--- src/rtl/dvsd_wtm_pipe.sv ---
// dvsd_wtm_pipe: pipelined Baugh-Wooley Wallace-tree multiplier with valid/ready on both sides.
// Define DVSD_WTM_ACC_EN to add the acc_clr port and an output-slice accumulator.
module dvsd_wtm_pipe #(
    parameter int WIDTH  = 8,
    parameter int STAGES = 3
) (
    input  logic               clk,
    input  logic               rst_n,
    input  logic               in_valid,
    output logic               in_ready,
    input  logic [WIDTH-1:0]   A,
    input  logic [WIDTH-1:0]   B,
    input  logic               signed_mode,
`ifdef DVSD_WTM_ACC_EN
    input  logic               acc_clr,
`endif
    output logic               out_valid,
    input  logic               out_ready,
    output logic [2*WIDTH-1:0] M
);
    localparam int P  = 2 * WIDTH;
    localparam int NR = WIDTH + 1;
`ifdef DVSD_WTM_ACC_EN
    localparam int TW = 2;
`else
    localparam int TW = 1;
`endif

    typedef logic [NR-1:0][P-1:0] rows_t;

    function automatic int rows_after(int k);
        int n = NR;
        for (int l = 0; l < k; l++) n = (n > 2) ? 2 * (n / 3) + n % 3 : n;
        return n;
    endfunction

    function automatic int num_levels();
        int l = 0;
        while (rows_after(l) > 2) l++;
        return l;
    endfunction

    localparam int L = num_levels();

    // Row WIDTH carries the Baugh-Wooley correction ones at columns WIDTH and 2*WIDTH-1.
    function automatic rows_t gen_pp(logic [WIDTH-1:0] a, logic [WIDTH-1:0] b, logic sm);
        rows_t x = '0;
        for (int i = 0; i < WIDTH; i++)
            for (int j = 0; j < WIDTH; j++)
                x[i][i+j] = (a[j] & b[i]) ^ (sm & ((i == WIDTH - 1) ^ (j == WIDTH - 1)));
        x[WIDTH][WIDTH] = sm;
        x[WIDTH][P-1]   = sm;
        return x;
    endfunction

    function automatic rows_t csa_level(rows_t x, int n);
        rows_t y = '0;
        for (int g = 0; g < NR / 3; g++)
            if (3 * g + 2 < n) begin
                y[2*g]   = x[3*g] ^ x[3*g+1] ^ x[3*g+2];
                y[2*g+1] = ((x[3*g] & x[3*g+1]) | (x[3*g] & x[3*g+2]) | (x[3*g+1] & x[3*g+2])) << 1;
            end
        for (int i = 0; i < NR; i++)
            if (i >= 3 * (n / 3) && i < n) y[2*(n/3)+i-3*(n/3)] = x[i];
        return y;
    endfunction

    function automatic rows_t reduce(rows_t x, int lo, int hi);
        rows_t y = x;
        for (int l = 0; l < NR; l++)
            if (l >= lo && l < hi) y = csa_level(y, rows_after(l));
        return y;
    endfunction

    // Rows beyond the surviving pair are zero, so summing every row is the final CPA.
    function automatic logic [P-1:0] cpa(rows_t x);
        logic [P-1:0] s = '0;
        for (int i = 0; i < NR; i++) s += x[i];
        return s;
    endfunction

    rows_t [STAGES-1:0] r, d, q;
    logic [STAGES-1:0][TW-1:0] t, dt;
    logic stall;
    logic [P-1:0] prod;

    assign stall     = out_valid & ~out_ready;
    assign in_ready  = ~stall;
    assign out_valid = t[STAGES-1][0];

    for (genvar s = 0; s < STAGES; s++) begin : g_slice
        assign q[s] = reduce(r[s], L * s / STAGES, L * (s + 1) / STAGES);
        if (s == 0) begin : g_in
            assign d[0] = gen_pp(A, B, signed_mode);
`ifdef DVSD_WTM_ACC_EN
            assign dt[0] = {acc_clr, in_valid};
`else
            assign dt[0] = in_valid;
`endif
        end else begin : g_mid
            assign d[s]  = q[s-1];
            assign dt[s] = t[s-1];
        end
    end

    always_ff @(posedge clk or negedge rst_n)
        if (!rst_n) begin
            r <= '0;
            t <= '0;
        end else if (!stall) begin
            r <= d;
            t <= dt;
        end

    assign prod = cpa(q[STAGES-1]);

`ifdef DVSD_WTM_ACC_EN
    logic [P-1:0] acc;

    assign M = (t[STAGES-1][TW-1] ? '0 : acc) + prod;

    always_ff @(posedge clk or negedge rst_n)
        if (!rst_n) acc <= '0;
        else if (out_valid && out_ready) acc <= M;
`else
    assign M = prod;
`endif
endmodule
--- config.mk ---
export PLATFORM = sky130hd
export DESIGN_NAME = dvsd_wtm_pipe
export DESIGN_NICKNAME = d
export VERILOG_FILES = /design/src/rtl/dvsd_wtm_pipe.sv
export SDC_FILE = /design/constraint.sdc
export NUM_CORES = 1
export LEC_CHECK = 0
export ABC_AREA = 1
export CAP_MARGIN = 20
export CORE_ASPECT_RATIO = 0.7
export CORE_MARGIN = 3
export CORE_UTILIZATION = 50
export DETAILED_ROUTE_END_ITERATION = 6
export GPL_TIMING_DRIVEN = 1
export PLACE_DENSITY_LB_ADDON = 0.2
export SLEW_MARGIN = 5
export SYNTH_ARGS = -nofsm -noshare
export SYNTH_HDL_FRONTEND = slang
export SYNTH_SLANG_ARGS = --single-unit
--- constraint.sdc ---
create_clock -name clk -period 4.5 [get_ports clk]
set_input_delay 0.675 -clock clk [delete_from_list [all_inputs] [get_ports clk]]
set_output_delay 0.675 -clock clk [all_outputs]
set_load 0.02 [all_outputs]
==> run summary <==
===============================================================================================
Clock tree from TritonCTS                                                                   yes
Clock input transition at the sequential cells of the worst setup and hold paths        0.07 ns
Max-slew violation count                                                                      0
Period utilization                                                                        92.2%
Total CTS buffers                                                                            17
Level count of the clock H-tree                                                               4
Slew margin rel.                                                                          36.1%
Multi-input logic area                                                                3540 um^2
Number of hold-slack violations in the final timing report                                    0
Synthesized cell area                                                                 8160 um^2
Setup-violating endpoint count in the final report                                            0
Yosys top cell area share                                                                 49.7%
Average instance area after synthesis                                                 10.5 um^2
Setup Buffers After CTS                                                                       0
Worst clock skew                                                                      0.0134 ns
Via density per instance                                                                   5.22
Number of routed nets with antenna violations                                                 0
Met2 capacity usage during global routing                                                 31.4%
Starting Density                                                                          51.9%
Top post-synthesis cells by area                                                   sky130_fd_sc_hd__dfrtp_1 50%, sky130_fd_sc_hd__fa_1 9.6%, sky130_fd_sc_hd__mux2_1 8.1%
Ys Warns                                                                                      0
Max-Cap Viols                                                                                 0
Count of cells resized by post-cts repair                                                     0
Count of unique library cells instantiated by Yosys                                          20
VDD IR-drop max                                                                       0.00104 V
Global routing met3 resource utilization                                                  3.70%
Number of register bits inferred by synthesis                                               162
Number of buffers inserted by hold repair at cts                                              0
Dominant cell type by area after synthesis                                         sky130_fd_sc_hd__dfrtp_1
Net count after synthesis                                                                   867
Critical path peak fanout                                                                     4
Hold Crit Class                                                                        in2async
Via count of the first global-routing pass                                                 5426
Power density relative to cell area                                                 832 nW/um^2
Maximum clock rate                                                                      241 MHz
Kind of critical path                                                                   reg2out
Arrival @ worst endpoint                                                                3.48 ns
Time the worst path needs with I/O delays and setup                                     4.15 ns
Endpoint class of the critical path                                                 output port
Core utilization of the finished layout                                                   57.9%
Post-DP HPWL                                                                           11100 um
Violation count after the first detailed-route iteration                                    455
Static power due to leakage                                                             4.53 nW
Total number of nets in the final design                                                    875
Final TNS setup                                                                            0 ns
Share of layout cells above drive strength 1                                              4.91%
Register area share after synthesis                                                       49.7%
Synthesized netlist cell count                                                              774
Final WL                                                                               16300 um
Antenna violations before repair                                                              0
Die H                                                                                    113 um
Slew at the pin closest to its max-slew limit                                          0.955 ns
Sequential standard cell area                                                         4050 um^2
IO Pins                                                                                      39
RePlAce Congestion                                                                        0.954
Clock root buffer                                                                  sky130_fd_sc_hd__clkbuf_16
Worst-skew pair later-pin latency                                                       0.42 ns
Fin worst setup slack                                                                  0.349 ns
Hold WS                                                                                0.296 ns
WP data required                                                                        3.83 ns
Overall track demand over capacity in global routing                                      19.5%
GR met1 Demand/Resource                                                                   27.5%
Fill cell total of the finished layout                                                     1377
First-pass GRT wire length                                                             27700 um
Critical Path Start Type                                                                   flop
Area of the core region                                                              15700 um^2
Post-route total power                                                                0.00757 W
Post-route DRC violation count                                                                0
Total number of clock tree sinks                                                            162
Maximum count of clock buffers along a single path                                            2
Num rows                                                                                     38
Buffers added on ports                                                                       38
Floorplan die width                                                                      159 um
Minimum setup slack after placement                                                    0.822 ns
Unrepaired setup endpoints after global routing                                              no
Total number of vias                                                                       5302
Number of diodes                                                                              0
Remaining global-route overflow                                                               0
Post-detailed-route wirelength per cell                                                 16.1 um
Layer with the highest usage after global routing                                          met2
Area growth syn-to-layout                                                                 11.6%
Pin count of the biggest net entering global routing                                        169
Run status                                                                            completed
First-pass iteration count of the detailed router                                             4
Die area                                                                             17900 um^2
===============================================================================================
layout make-up:
cell class,count,share of cell area [%]
Clock buffer,19,4.75
Clock inverter,13,1.40
Inverter,64,2.64
Multi-Input combinational cell,493,38.8
Sequential cell,162,44.5
Tap cell,220,3.02
Timing Repair Buffer,44,4.82
cell usage after synthesis (all sizes together):
cell and count:
dfrtp 162, nand2 140, nand3 109, inv 64, mux2 59, buf 41, fa 39, ha 33
o21ai 33, nor2 32, a21oi 26, xor2 18, clkbuf 14, nand4 2, or2 1, xnor2 1
per-layer routing:
layer	up-vias	wire (um)
met5	-	0
met4	0	159
met3	13	797
met2	113	7800
met1	2660	7580
li1	2516	-
sequential cells by signal, indices dropped and copies added, names as in the netlist:
register and cells:
out_valid 1, r 159, dt 2
per-stage QoR:
stage,cells,instance area (um^2)
2_1_floorplan,774,8160
3_3_place_gp,983,8550
3_5_place_dp,983,8550
4_1_cts,1015,9110
5_1_grt,1015,9110
6_report,1015,9110
cell usage in the layout (no fill, tap or decap), types with 2 or more instances in the layout:
cell type / instances
sky130_fd_sc_hd__nand2_1: 139
sky130_fd_sc_hd__clkinv_4: 4
sky130_fd_sc_hd__clkbuf_16: 17
sky130_fd_sc_hd__clkinvlp_4: 3
sky130_fd_sc_hd__inv_6: 4
sky130_fd_sc_hd__ha_1: 33
sky130_fd_sc_hd__dfrtp_1: 162
sky130_fd_sc_hd__mux2_1: 59
sky130_fd_sc_hd__fa_1: 39
sky130_fd_sc_hd__inv_1: 63
sky130_fd_sc_hd__clkdlybuf4s50_1: 37
sky130_fd_sc_hd__o21ai_1: 33
sky130_fd_sc_hd__nand4_1: 2
sky130_fd_sc_hd__nand3_1: 109
sky130_fd_sc_hd__xor2_1: 18
sky130_fd_sc_hd__a21oi_1: 26
sky130_fd_sc_hd__buf_4: 5
sky130_fd_sc_hd__clkbuf_1: 2
sky130_fd_sc_hd__nor2_1: 32
kinds of logic after synthesis:
logic type	count (synthesis)	share of synthesized area [%]
simple gates	284	14.8
mux	59	8.14
fa+ha+maj	72	14.6
xor+xnor	19	2.04
compound gates	59	3.62
buf+inv	119	7.08
flops	162	49.7
power by group:
group / internal (W) / switching, W
logic: 0.00174 / 0.00230
registers: 0.00189 / 0.000270
clock network: 0.000771 / 0.000603
worst max-delay path, stage by stage (launching register included):
cell,delay (ns)
sky130_fd_sc_hd__dfrtp_1,0.40
sky130_fd_sc_hd__fa_1,0.48
sky130_fd_sc_hd__ha_1,0.29
sky130_fd_sc_hd__ha_1,0.27
sky130_fd_sc_hd__fa_1,0.54
sky130_fd_sc_hd__nand2_1,0.11
sky130_fd_sc_hd__nand3_1,0.08
sky130_fd_sc_hd__nand2_1,0.09
sky130_fd_sc_hd__xnor2_1,0.15
sky130_fd_sc_hd__clkdlybuf4s50_1,0.64
worst paths after layout:
kind	cells after the start	from	end	slack [ns]
worst min register to register	2	dt[2]	out_valid	0.46
worst max-delay path	9	r[293]	M[9]	0.35
worst min-delay path	1	rst_n	r[308]	0.30
worst max register to register	4	out_valid	r[203]	2.27
min in group clk	2	dt[2]	out_valid	0.46
max in group asynchronous	2	rst_n	r[106]	3.17
No activity file was read; power rests on OpenSTA's default activity.
